`src/rtl/dma_mch_fifo_if.sv`:
```
// -----------------------------------------------------------------------------
// dma_mch_fifo_if
// Bundles the write port, read port, per-channel control and per-channel status
// of the multi-channel DMA FIFO.
//   master : the DMA engine side (drives requests, flush, err_clr)
//   slave  : the FIFO itself (drives rd_data/rd_valid and all status vectors)
// Signals:
//   wr_en/wr_ch/wr_data        shared write port, steered by wr_ch
//   rd_en/rd_ch                shared read request, steered by rd_ch
//   rd_data/rd_valid           registered read result, one cycle after request
//   flush/err_clr              per-channel flush and sticky-error clear
//   full/empty/almost_full     per-channel occupancy flags
//   level                      packed per-channel occupancy (ADDR_WIDTH+1 each)
//   ovf_err/udf_err            per-channel sticky overflow/underflow flags
// -----------------------------------------------------------------------------
interface dma_mch_fifo_if #(
  parameter int DATA_WIDTH = 32,
  parameter int ADDR_WIDTH = 2,
  parameter int CH_WIDTH   = 2
);
  localparam int NUM_CH = 2 ** CH_WIDTH;
  localparam int LVL_W  = NUM_CH * (ADDR_WIDTH + 1);

  logic                  wr_en;
  logic [CH_WIDTH-1:0]   wr_ch;
  logic [DATA_WIDTH-1:0] wr_data;
  logic                  rd_en;
  logic [CH_WIDTH-1:0]   rd_ch;
  logic [DATA_WIDTH-1:0] rd_data;
  logic                  rd_valid;
  logic [NUM_CH-1:0]     flush;
  logic [NUM_CH-1:0]     full;
  logic [NUM_CH-1:0]     empty;
  logic [NUM_CH-1:0]     almost_full;
  logic [LVL_W-1:0]      level;
  logic [NUM_CH-1:0]     err_clr;
  logic [NUM_CH-1:0]     ovf_err;
  logic [NUM_CH-1:0]     udf_err;

  modport master (
    output wr_en, wr_ch, wr_data, rd_en, rd_ch, flush, err_clr,
    input  rd_data, rd_valid, full, empty, almost_full, level, ovf_err, udf_err
  );

  modport slave (
    input  wr_en, wr_ch, wr_data, rd_en, rd_ch, flush, err_clr,
    output rd_data, rd_valid, full, empty, almost_full, level, ovf_err, udf_err
  );
endinterface

```
`src/rtl/dma_mch_fifo.sv`:
```
// -----------------------------------------------------------------------------
// dma_mch_fifo
// NUM_CH independent circular FIFOs sharing one storage array, one write port
// and one read port. Each channel owns a wr/rd pointer pair with a wrap bit, so
// occupancy is simply wr_ptr - rd_ptr and full/empty need no extra state.
// Ports:
//   clk   system clock, all state on the rising edge
//   rst   asynchronous active-high reset (storage array is not reset)
//   bus   dma_mch_fifo_if.slave, see the interface header for the signal list
// Optional build macro:
//   DMA_FIFO_ERR_EN  builds sticky per-channel overflow/underflow flags cleared
//                    by err_clr; when undefined the flags are tied to 0 and
//                    err_clr is ignored. The port list is the same either way.
// Read data is registered: an accepted read returns its word on the next edge
// with a one-cycle rd_valid pulse; rd_data holds otherwise.
// -----------------------------------------------------------------------------
module dma_mch_fifo #(
  parameter int DATA_WIDTH = 32,
  parameter int ADDR_WIDTH = 2,
  parameter int CH_WIDTH   = 2,
  parameter int AF_THRESH  = 3
) (
  input logic           clk,
  input logic           rst,
  dma_mch_fifo_if.slave bus
);
  localparam int NUM_CH = 2 ** CH_WIDTH;
  localparam int DEPTH  = 2 ** ADDR_WIDTH;
  localparam int PW     = ADDR_WIDTH + 1;
  localparam int MEM_AW = CH_WIDTH + ADDR_WIDTH;
  localparam int MEM_N  = 2 ** MEM_AW;

  localparam logic [PW-1:0] DEPTH_LVL = PW'(DEPTH);
  localparam logic [PW-1:0] AF_LVL    = PW'(AF_THRESH);
  localparam logic [PW-1:0] PTR_ONE   = {{ADDR_WIDTH{1'b0}}, 1'b1};

  // Storage and per-channel pointers
  logic [DATA_WIDTH-1:0] mem_r [MEM_N];
  logic [PW-1:0]         wr_ptr_r [NUM_CH];
  logic [PW-1:0]         rd_ptr_r [NUM_CH];
  logic [PW-1:0]         wr_ptr_nxt_s [NUM_CH];
  logic [PW-1:0]         rd_ptr_nxt_s [NUM_CH];

  // Decoded status
  logic [PW-1:0]           level_s [NUM_CH];
  logic [NUM_CH*PW-1:0]    level_pk_s;
  logic [NUM_CH-1:0]       full_s;
  logic [NUM_CH-1:0]       empty_s;
  logic [NUM_CH-1:0]       afull_s;

  // Request acceptance and addressing
  logic                  wr_acc_s;
  logic                  rd_acc_s;
  logic [MEM_AW-1:0]     wr_addr_s;
  logic [MEM_AW-1:0]     rd_addr_s;

  // Read result registers
  logic [DATA_WIDTH-1:0] rd_data_r;
  logic                  rd_valid_r;

  // Decode level/full/empty/almost_full from the registered pointers only
  always_comb begin
    level_pk_s = '0;
    full_s     = '0;
    empty_s    = '0;
    afull_s    = '0;
    for (int c = 0; c < NUM_CH; c++) begin
      level_s[c] = wr_ptr_r[c] - rd_ptr_r[c];
      level_pk_s[c*PW +: PW] = level_s[c];
      full_s[c]  = (level_s[c] == DEPTH_LVL);
      empty_s[c] = (level_s[c] == {PW{1'b0}});
      afull_s[c] = (level_s[c] >= AF_LVL);
    end
  end

  // Acceptance uses pre-edge flags, so a same-cycle pop never frees room for a
  // push to a full channel and a same-cycle push never feeds an empty read.
  assign wr_acc_s  = bus.wr_en & ~full_s[bus.wr_ch]  & ~bus.flush[bus.wr_ch];
  assign rd_acc_s  = bus.rd_en & ~empty_s[bus.rd_ch] & ~bus.flush[bus.rd_ch];
  assign wr_addr_s = {bus.wr_ch, wr_ptr_r[bus.wr_ch][ADDR_WIDTH-1:0]};
  assign rd_addr_s = {bus.rd_ch, rd_ptr_r[bus.rd_ch][ADDR_WIDTH-1:0]};

  // Next-pointer selection per channel; flush overrides any push/pop
  always_comb begin
    for (int c = 0; c < NUM_CH; c++) begin
      wr_ptr_nxt_s[c] = wr_ptr_r[c];
      rd_ptr_nxt_s[c] = rd_ptr_r[c];
      if (bus.flush[c]) begin
        wr_ptr_nxt_s[c] = {PW{1'b0}};
        rd_ptr_nxt_s[c] = {PW{1'b0}};
      end else begin
        if (wr_acc_s && (bus.wr_ch == CH_WIDTH'(c))) begin
          wr_ptr_nxt_s[c] = wr_ptr_r[c] + PTR_ONE;
        end else begin
          wr_ptr_nxt_s[c] = wr_ptr_r[c];
        end
        if (rd_acc_s && (bus.rd_ch == CH_WIDTH'(c))) begin
          rd_ptr_nxt_s[c] = rd_ptr_r[c] + PTR_ONE;
        end else begin
          rd_ptr_nxt_s[c] = rd_ptr_r[c];
        end
      end
    end
  end

  // Pointer registers
  always_ff @(posedge clk or posedge rst) begin
    if (rst) begin
      for (int c = 0; c < NUM_CH; c++) begin
        wr_ptr_r[c] <= {PW{1'b0}};
        rd_ptr_r[c] <= {PW{1'b0}};
      end
    end else begin
      for (int c = 0; c < NUM_CH; c++) begin
        wr_ptr_r[c] <= wr_ptr_nxt_s[c];
        rd_ptr_r[c] <= rd_ptr_nxt_s[c];
      end
    end
  end

  // Storage write; the array is deliberately left without reset
  always_ff @(posedge clk) begin
    if (wr_acc_s) begin
      mem_r[wr_addr_s] <= bus.wr_data;
    end
  end

  // Registered read port: data and a one-cycle valid pulse per accepted pop
  always_ff @(posedge clk or posedge rst) begin
    if (rst) begin
      rd_data_r  <= {DATA_WIDTH{1'b0}};
      rd_valid_r <= 1'b0;
    end else begin
      rd_valid_r <= rd_acc_s;
      if (rd_acc_s) begin
        rd_data_r <= mem_r[rd_addr_s];
      end
    end
  end

`ifdef DMA_FIFO_ERR_EN
  logic [NUM_CH-1:0] ovf_r;
  logic [NUM_CH-1:0] udf_r;
  logic [NUM_CH-1:0] ovf_set_s;
  logic [NUM_CH-1:0] udf_set_s;

  // Error events: request against a full/empty channel that is not flushing
  always_comb begin
    ovf_set_s = '0;
    udf_set_s = '0;
    for (int c = 0; c < NUM_CH; c++) begin
      ovf_set_s[c] = bus.wr_en && (bus.wr_ch == CH_WIDTH'(c)) && full_s[c]  && !bus.flush[c];
      udf_set_s[c] = bus.rd_en && (bus.rd_ch == CH_WIDTH'(c)) && empty_s[c] && !bus.flush[c];
    end
  end

  // Sticky error flags; a set in the same cycle as a clear wins
  always_ff @(posedge clk or posedge rst) begin
    if (rst) begin
      ovf_r <= {NUM_CH{1'b0}};
      udf_r <= {NUM_CH{1'b0}};
    end else begin
      ovf_r <= ovf_set_s | (ovf_r & ~bus.err_clr);
      udf_r <= udf_set_s | (udf_r & ~bus.err_clr);
    end
  end

  assign bus.ovf_err = ovf_r;
  assign bus.udf_err = udf_r;
`else
  logic err_clr_unused_s;

  assign err_clr_unused_s = ^bus.err_clr;
  assign bus.ovf_err      = {NUM_CH{1'b0}};
  assign bus.udf_err      = {NUM_CH{1'b0}};
`endif

  assign bus.rd_data     = rd_data_r;
  assign bus.rd_valid    = rd_valid_r;
  assign bus.full        = full_s;
  assign bus.empty       = empty_s;
  assign bus.almost_full = afull_s;
  assign bus.level       = level_pk_s;
endmodule
```
`src/flat_wrapper.sv`:
```
// flat-port wrapper written by rule: the top's interface ports become plain ports
module dma_mch_fifo_flat 
#(
  parameter int DATA_WIDTH = 32,
  parameter int ADDR_WIDTH = 2,
  parameter int CH_WIDTH   = 2,
  parameter int AF_THRESH  = 3
)
  (clk, rst, bus_wr_en, bus_wr_ch, bus_wr_data, bus_rd_en, bus_rd_ch, bus_flush, bus_err_clr, bus_rd_data, bus_rd_valid, bus_full, bus_empty, bus_almost_full, bus_level, bus_ovf_err, bus_udf_err);
  dma_mch_fifo_if #(.DATA_WIDTH(DATA_WIDTH), .ADDR_WIDTH(ADDR_WIDTH), .CH_WIDTH(CH_WIDTH)) bus_i ();
  input logic clk;
  input logic rst;
  input wire logic [$bits(bus_i.wr_en)-1:0] bus_wr_en;
  input wire logic [$bits(bus_i.wr_ch)-1:0] bus_wr_ch;
  input wire logic [$bits(bus_i.wr_data)-1:0] bus_wr_data;
  input wire logic [$bits(bus_i.rd_en)-1:0] bus_rd_en;
  input wire logic [$bits(bus_i.rd_ch)-1:0] bus_rd_ch;
  input wire logic [$bits(bus_i.flush)-1:0] bus_flush;
  input wire logic [$bits(bus_i.err_clr)-1:0] bus_err_clr;
  output wire logic [$bits(bus_i.rd_data)-1:0] bus_rd_data;
  output wire logic [$bits(bus_i.rd_valid)-1:0] bus_rd_valid;
  output wire logic [$bits(bus_i.full)-1:0] bus_full;
  output wire logic [$bits(bus_i.empty)-1:0] bus_empty;
  output wire logic [$bits(bus_i.almost_full)-1:0] bus_almost_full;
  output wire logic [$bits(bus_i.level)-1:0] bus_level;
  output wire logic [$bits(bus_i.ovf_err)-1:0] bus_ovf_err;
  output wire logic [$bits(bus_i.udf_err)-1:0] bus_udf_err;
  assign bus_i.wr_en = bus_wr_en;
  assign bus_i.wr_ch = bus_wr_ch;
  assign bus_i.wr_data = bus_wr_data;
  assign bus_i.rd_en = bus_rd_en;
  assign bus_i.rd_ch = bus_rd_ch;
  assign bus_i.flush = bus_flush;
  assign bus_i.err_clr = bus_err_clr;
  assign bus_rd_data = bus_i.rd_data;
  assign bus_rd_valid = bus_i.rd_valid;
  assign bus_full = bus_i.full;
  assign bus_empty = bus_i.empty;
  assign bus_almost_full = bus_i.almost_full;
  assign bus_level = bus_i.level;
  assign bus_ovf_err = bus_i.ovf_err;
  assign bus_udf_err = bus_i.udf_err;
  dma_mch_fifo #(.DATA_WIDTH(DATA_WIDTH), .ADDR_WIDTH(ADDR_WIDTH), .CH_WIDTH(CH_WIDTH), .AF_THRESH(AF_THRESH)) u_core (.clk(clk), .rst(rst), .bus(bus_i));
endmodule
```
`config.mk`:
```
export PLATFORM = sky130hd
export DESIGN_NAME = dma_mch_fifo_flat
export DESIGN_NICKNAME = d
export VERILOG_FILES = /design/src/rtl/dma_mch_fifo_if.sv /design/src/rtl/dma_mch_fifo.sv /design/src/flat_wrapper.sv
export SDC_FILE = /design/constraint.sdc
export NUM_CORES = 1
export LEC_CHECK = 0
export BUFFER_PORTS_ARGS = -buffer_cell sky130_fd_sc_hd__buf_2
export CORE_ASPECT_RATIO = 0.75
export CORE_MARGIN = 5
export CORE_UTILIZATION = 30
export CTS_BUF_LIST = sky130_fd_sc_hd__clkbuf_4 sky130_fd_sc_hd__clkbuf_8 sky130_fd_sc_hd__clkbuf_16
export CTS_CLUSTER_SIZE = 28
export DETAILED_ROUTE_END_ITERATION = 12
export GPL_TIMING_DRIVEN = 0
export PLACE_DENSITY = 0.45
export SYNTH_ARGS = -nofsm -noshare
export SYNTH_HDL_FRONTEND = slang
export SYNTH_SLANG_ARGS = --single-unit
```
`constraint.sdc`:
```
create_clock -name clk -period 3.7 [get_ports clk]
set_input_delay 0.185 -clock clk [delete_from_list [all_inputs] [get_ports clk]]
set_output_delay 0.185 -clock clk [all_outputs]
set_load 0.02 [all_outputs]
```
### Yosys cells after proc, flatten, opt, wreduce, memory -nomap -nowiden

Memories as Yosys holds them, arrays and structs flattened. A register that Yosys moved wholly into a read port is not among the register bits.
Cells that the tools add are included.

| storage, ports and cells | value |
|---|---|
| logic and storage cells | 104 |
| register bits after elaboration | 25 |
| input bits | 48 |
| bits in writable memories | 512 |
| memories | 1 |

Memories:

| memory | depth | width | rd ports | clocked after memory_dff | write ports | RTL line | RTL |
|---|---|---|---|---|---|---|---|
| u_core.mem_r | 16 | 32 | 1 | 1 | 1 | dma_mch_fifo.sv:38 | `logic [DATA_WIDTH-1:0] mem_r [MEM_N];` |

| cells by class | value |
|---|---|
| add/subtract/negate cells | 12 |
| bitwise operators | 10 |
| equality and inequality tests | 10 |
| reduce and logical (&&, ||, !) cells | 22 |
| $lt $le $gt $ge | 8 |
| multiplexer cells | 32 |

Operators by type and width:

| cell | number |
|---|---|
| 3-bit two-way mux | 16 |
| 3-bit by 1-bit adder with 3-bit output, second input constant | 8 |
| 2-bit nonzero test | 8 |
| 3-bit binary-select mux with 2-bit select | 2 |
| 3-bit equality test, second input constant | 4 |
| 3-bit by 2-bit greater-or-equal comparator with 1-bit output, second input constant | 4 |
| 3-bit logical NOT | 4 |
| 3-bit subtractor | 4 |
| 1-bit binary-select mux with 2-bit select | 4 |
| 2-bit equality test, second input constant | 4 |
| 1-bit logical AND | 8 |
| 2-bit two-way mux | 4 |
| 3-bit greater-or-equal comparator, second input constant | 2 |
| 2-bit by 3-bit less-than comparator with 1-bit output, second input constant | 2 |
| 1-bit two-way mux | 6 |
| 2-bit NOT with 3-bit output | 2 |
| 1-bit AND | 4 |
| 2-bit by 1-bit equality test with 1-bit output, second input constant | 2 |
| 2-bit logical NOT | 2 |
| 1-bit NOT | 4 |

### Depth between registers and ports, before layout

| depth | value |
|---|---|
| word-level depth | 10 |
| mapped depth | 10 |
| mapped depth without buffers | 8 |

### Worst setup path after synthesis

No wires, ideal clock.

| timing | value |
|---|---|
| kind | register to register |
| from | reg u_core.rd_ptr_r[0] (netlist bit) |
| to | mem u_core.mem_r[14][0], enable pin |
| arrival time | 3,450 ps |
| required time | 3,279 ps |
| cell stages (with the launch flop) | 7 |
| clock period less this slack | 3,871 ps |
| path buffers | 0 |
| slack | -171 ps |
| setup time | 421 ps |
| cells stage by stage | dfrtp_1 -> ha_1 -> fa_1 -> xor3_2 -> nor2b_1 -> or2_2 -> nor2_1 |

| between the ends | value |
|---|---|
| cells in the longest elaborated chain, start to end | 9 |

RTL lines:

| item | RTL line | RTL |
|---|---|---|
| start, declared | dma_mch_fifo.sv:40 | `logic [PW-1:0] rd_ptr_r [NUM_CH];` |
| start signal, assigned by index | dma_mch_fifo.sv:111 | `rd_ptr_r[c] <= {PW{1'b0}};` |
| start signal, assigned by index | dma_mch_fifo.sv:116 | `rd_ptr_r[c] <= rd_ptr_nxt_s[c];` |
| 3-bit subtractor | dma_mch_fifo.sv:68 | `level_s[c] = wr_ptr_r[c] - rd_ptr_r[c];` |
| named net bus_level[11] | flat_wrapper.sv:25 | `output wire logic [$bits(bus_i.level)-1:0] bus_level;` |
| 3-bit equality test | dma_mch_fifo.sv:70 | `full_s[c] = (level_s[c] == DEPTH_LVL);` |
| named net bus_full[3] | flat_wrapper.sv:22 | `output wire logic [$bits(bus_i.full)-1:0] bus_full;` |
| 1-bit binary-select mux with 2-bit select | dma_mch_fifo.sv:78 | `assign wr_acc_s = bus.wr_en & ~full_s[bus.wr_ch] & ~bus.flush[bus.wr_ch];` |
| 1-bit two-way mux (implied by the code) | dma_mch_fifo.sv:78 |  |
| 1-bit NOT | dma_mch_fifo.sv:78 |  |
| 1-bit AND (2 in a row) | dma_mch_fifo.sv:78 |  |
| 1-bit two-way mux | dma_mch_fifo.sv:123 | `if (wr_acc_s) begin` |
| 1-bit two-way mux (implied by the code) | dma_mch_fifo.sv:124 | `mem_r[wr_addr_s] <= bus.wr_data;` |
| end, declared | dma_mch_fifo.sv:38 |  |

The timed path passes the listed nets, and every way through them passes these cells. The select of a mux whose other input is x is not followed.

### Worst setup path after layout

| timing | value |
|---|---|
| from | reg u_core.rd_ptr_r[0] (netlist bit) |
| to | reg u_core.rd_data_r[27], in the netlist u_core.bus.rd_data[27] (read register of u_core.mem_r) |

| between the ends | value |
|---|---|
| cells in the longest elaborated chain, start to end | 7 |
| elaborated cells on any way between the ends | 10 |
| classes of those cells | add/sub: 1; mux: 5; bitwise: 3; reduce/logical: 1 |

RTL lines:

| item | RTL line | RTL |
|---|---|---|
| 3-bit subtractor | dma_mch_fifo.sv:68 |  |
| 3-bit logical NOT | dma_mch_fifo.sv:71 | `empty_s[c] = (level_s[c] == {PW{1'b0}});` |
| 1-bit binary-select mux with 2-bit select | dma_mch_fifo.sv:79 | `assign rd_acc_s = bus.rd_en & ~empty_s[bus.rd_ch] & ~bus.flush[bus.rd_ch];` |
| 1-bit two-way mux (implied by the code) | dma_mch_fifo.sv:79 |  |
| 1-bit NOT | dma_mch_fifo.sv:79 |  |
| 1-bit AND (2 in a row) | dma_mch_fifo.sv:79 |  |
| end, declared | dma_mch_fifo.sv:58 | `logic [DATA_WIDTH-1:0] rd_data_r;` |

Parallel ways exist; a longest one is shown, timed or not. The select of a mux whose other input is x is not followed.
A chain may end at the register's enable or synchronous reset.

==> results.cfg <==
[logic_synthesis]
syn_area_mm2 = 0.02271
synth_cells = 1321
synth_flop_cell = edfxtp_1
yosysTopAreaCellShare_pct = 67.70
synth_edf_count = 512
synth.distinct_cells = 55
ys_top_cells_by_area = edfxtp_1, mux2i_1, dfrtp_1
synth_seq_cells = 569
yosysWarnings = 0
yosysSeqAreaShare_pct = 73.98
ys_async_sr_fraction_pct = 10.02
yosysTopAreaCell = edfxtp_1
syn_area_per_cell_um2 = 17.19

[finish]
final_core_util_pct = 36.53
layout-drive-gt1-share_pct = 21.31
syn_to_final_growth_pct = 20.79
fillers = 7061
layout.nets = 1607

[detailed_routing]
routedWlPerCell_um = 25.03
ant_nets = 0
drc = 0
drt_iter0_markers = 988
drt_wl_total_um = 64360
vias_per_cell = 4.858
dr_total_vias = 12489
first_pass_iters = 5

[floorplanning]
die_w_um = 327.7
rows = 87
design.die.area_mm2 = 0.08137
initial_utilization_pct = 30.24
pin_count = 113
die-height_um = 248.3
core_mm2 = 0.07511

[sta]
finalSetupViolCount = 0
max_freq_mhz = 280.3
holdWs_ns = 0.1087
final.setup.worst_slack_ns = 0.1324
worst_pin_slew_ns = 0.9814
worst_clock_skew_ns = 0.01291
fin_crit_ns = 3.568
report.final.slew_viol_count = 0
rsz0062_at_grt = false
hold_violations = 0
slew_headroom_pct = 34.42
fin_crit_sh_pct = 96.42

[pwr]
peakVddDrop_uv = 350.6
p_int_uw = 11010
clock_power_share_pct = 41.9
p_sw_uw = 3252
power_frac_seq_pct = 51.1
p_comb_share_pct = 7.0
leakage_uw = 0.01005
power_density_mw_per_mm2 = 519.8
p_sw_share_pct = 22.81

[global_route]
grt_usage_pct = 15.58
grt_pass1_wl_um = 91560
antenna_found_initial = 3
grt_max_degree = 41
overflow = 0
grt_pass1_vias = 12621

[clocking]
h-tree-depth = 2
post_cts_buffers = 0
cts_resized = 0
cts_made_buffers = 57
cts_tree = done
clock_path_buffers = 3
clkLatencyLatePin_ns = 0.61
cts_num_sinks = 569
root_buffer = clkbuf_16
cts-hold-fix-buffers = 37
clk_pin_slew_ns = 0.07

[placement]
portBuffers = 97
post-place-ws_ns = 0.1664
dp_hpwl_um = 43320
place_congestion = 0.7585

[critical_path]
endpoint = u_core.bus.rd_data[27]
rrSetupSlack_ns = 0.13
crit_fanout = 10
crit_arrival_ns = 4.09
critPathRequiredTime_ns = 4.22
worstSetupStartpointType = register
worst-r2r-cell-count = 8
reg2reg_to = u_core.bus.rd_data[27]
critPathKind = register to register
end_kind = register
reg2reg_from = u_core.rd_ptr_r[0]
crit_path_start = u_core.rd_ptr_r[0]

[status]
outcome = complete, no violations

[run]
drv_cap = 0

[hold_path]
min_path_type = input port to asynchronous set/reset pin
==> state kept, by name (all words and copies together) (netlist names) <==
register,flops
u_core.rd_ptr_r,12
u_core.bus.rd_data,32
u_core.mem_r,512
u_core.wr_ptr_r,12
u_core.bus.rd_valid,1
==> worst min-delay path by stage <==
stage | from | cells after the start | slack [ns] | to
after floorplan | bus_flush[1] | 1 | 0.25 | u_core.wr_ptr_r[6]
after global routing | rst | 3 | 0.11 | u_core.bus.rd_data[11]
after detailed placement | rst | 2 | 0.19 | u_core.bus.rd_data[11]
after global placement | u_core.rd_ptr_r[5] | 1 | 0.48 | u_core.rd_ptr_r[5]
final | rst | 3 | 0.11 | u_core.bus.rd_data[11]
after CTS | bus_wr_en | 5 | 0.06 | u_core.wr_ptr_r[0]
==> Yosys cell counts, types with 3 or more instances <==
library cell and instances:
nand3_1 4, edfxtp_1 512, o22ai_1 72, ha_1 12, xnor2_1 5, mux4_2 7
nor2_1 65, or2_2 3, nor3_1 24, fa_1 4, nand2_1 24, nor2b_1 7
a221oi_1 22, nor3_2 8, a31oi_1 33, mux4_1 7, clkbuf_1 28, a21oi_1 56
mux2i_1 226, inv_1 21, nand2b_1 10, buf_4 23, buf_2 17, buf_6 8
dfrtp_1 57, a21o_1 4, mux2_2 23, xor2_1 6
==> layer usage <==
layer | track usage, % | vias up | part of all wire [%] | routed length [um]
met3 | 2.482 | 81 | 5.0 | 3200
met1 | 24.13 | 6453 | 51 | 32520
met2 | 22.91 | 302 | 43 | 27470
met5 | 0 | - | 0.020 | 13
met4 | 3.730 | 2 | 1.8 | 1152
li1 | - | 5651 | - | -
==> power groups by stage <==
stage / clock network (uW) / logic (uW) / registers (uW)
after global routing: 6380 / 1100 / 7290
after global placement: 0 / 957 / 7420
after detailed placement: 0 / 988 / 7420
after CTS: 6130 / 1020 / 7290
after floorplan: 0 / 386 / 7510
final: 5980 / 1000 / 7280
==> placed cells by master, fill, tap and decap left out, types with 9 or more instances in the layout <==
cell type,count
edfxtp_1,512
mux2i_1,226
buf_2,114
o22ai_1,72
clkbuf_16,59
dfrtp_1,57
a21oi_1,56
nor2_1,49
dlygate4sd3_1,37
a31oi_1,33
clkbuf_1,28
nand2_1,24
nor3_1,24
mux2_2,23
buf_4,23
a221oi_1,22
inv_1,20
clkbuf_4,18
nor2_4,16
ha_1,12
buf_16,12
nand2b_1,10
buf_12,10
clkbuf_8,9
==> through the flow <==
| stage | cell area (um2) | setup TNS, ns | std cells | total power, uW |
|---|---|---|---|---|
| after floorplan | 22750 | -39.00 | 1328 | 7892 |
| after global placement | 24460 | -953.12 | 2404 | 8374 |
| after detailed placement | 25100 | 0 | 2426 | 8408 |
| after CTS | 27430 | 0 | 2570 | 14440 |
| after global routing | 27430 | 0 | 2570 | 14770 |
| final | 27430 | 0 | 2571 | 14260 |
==> cell families after synthesis <==
group | after synthesis | share of synthesized area [%]
buf+inv | 98 | 2.358
xor+xnor | 15 | 0.8539
simple gates | 163 | 3.653
mux | 266 | 12.81
compound gates | 193 | 5.316
other cells | 1 | 0.01651
fa+ha+maj | 16 | 1.014
flops | 569 | 73.98
==> cell type report <==
| cell class | count | area, um2 | share of cell area, % |
|---|---|---|---|
| Antenna cell | 1 | 2.502 | 0.009122 |
| Buffer | 77 | 456.7 | 1.665 |
| Clock buffer | 86 | 1735 | 6.326 |
| Clock inverter | 21 | 224.0 | 0.8164 |
| Inverter | 21 | 81.33 | 0.2965 |
| Multi-Input combinational cell | 661 | 5522 | 20.13 |
| Sequential cell | 569 | 16800 | 61.24 |
| Tap cell | 979 | 1225 | 4.465 |
| Timing Repair Buffer | 156 | 1386 | 5.053 |
==> worst max-delay path, cell delays in order (launching register included) <==
cell and delay [ns]:
dfrtp_1 0.52, ha_1 0.28, fa_1 0.37, xor3_2 0.48
o21ai_0 0.18, a21oi_2 0.53, clkbuf_1 0.75, a21oi_1 0.17
a31oi_1 0.19
(Power assumes the default switching activity.)
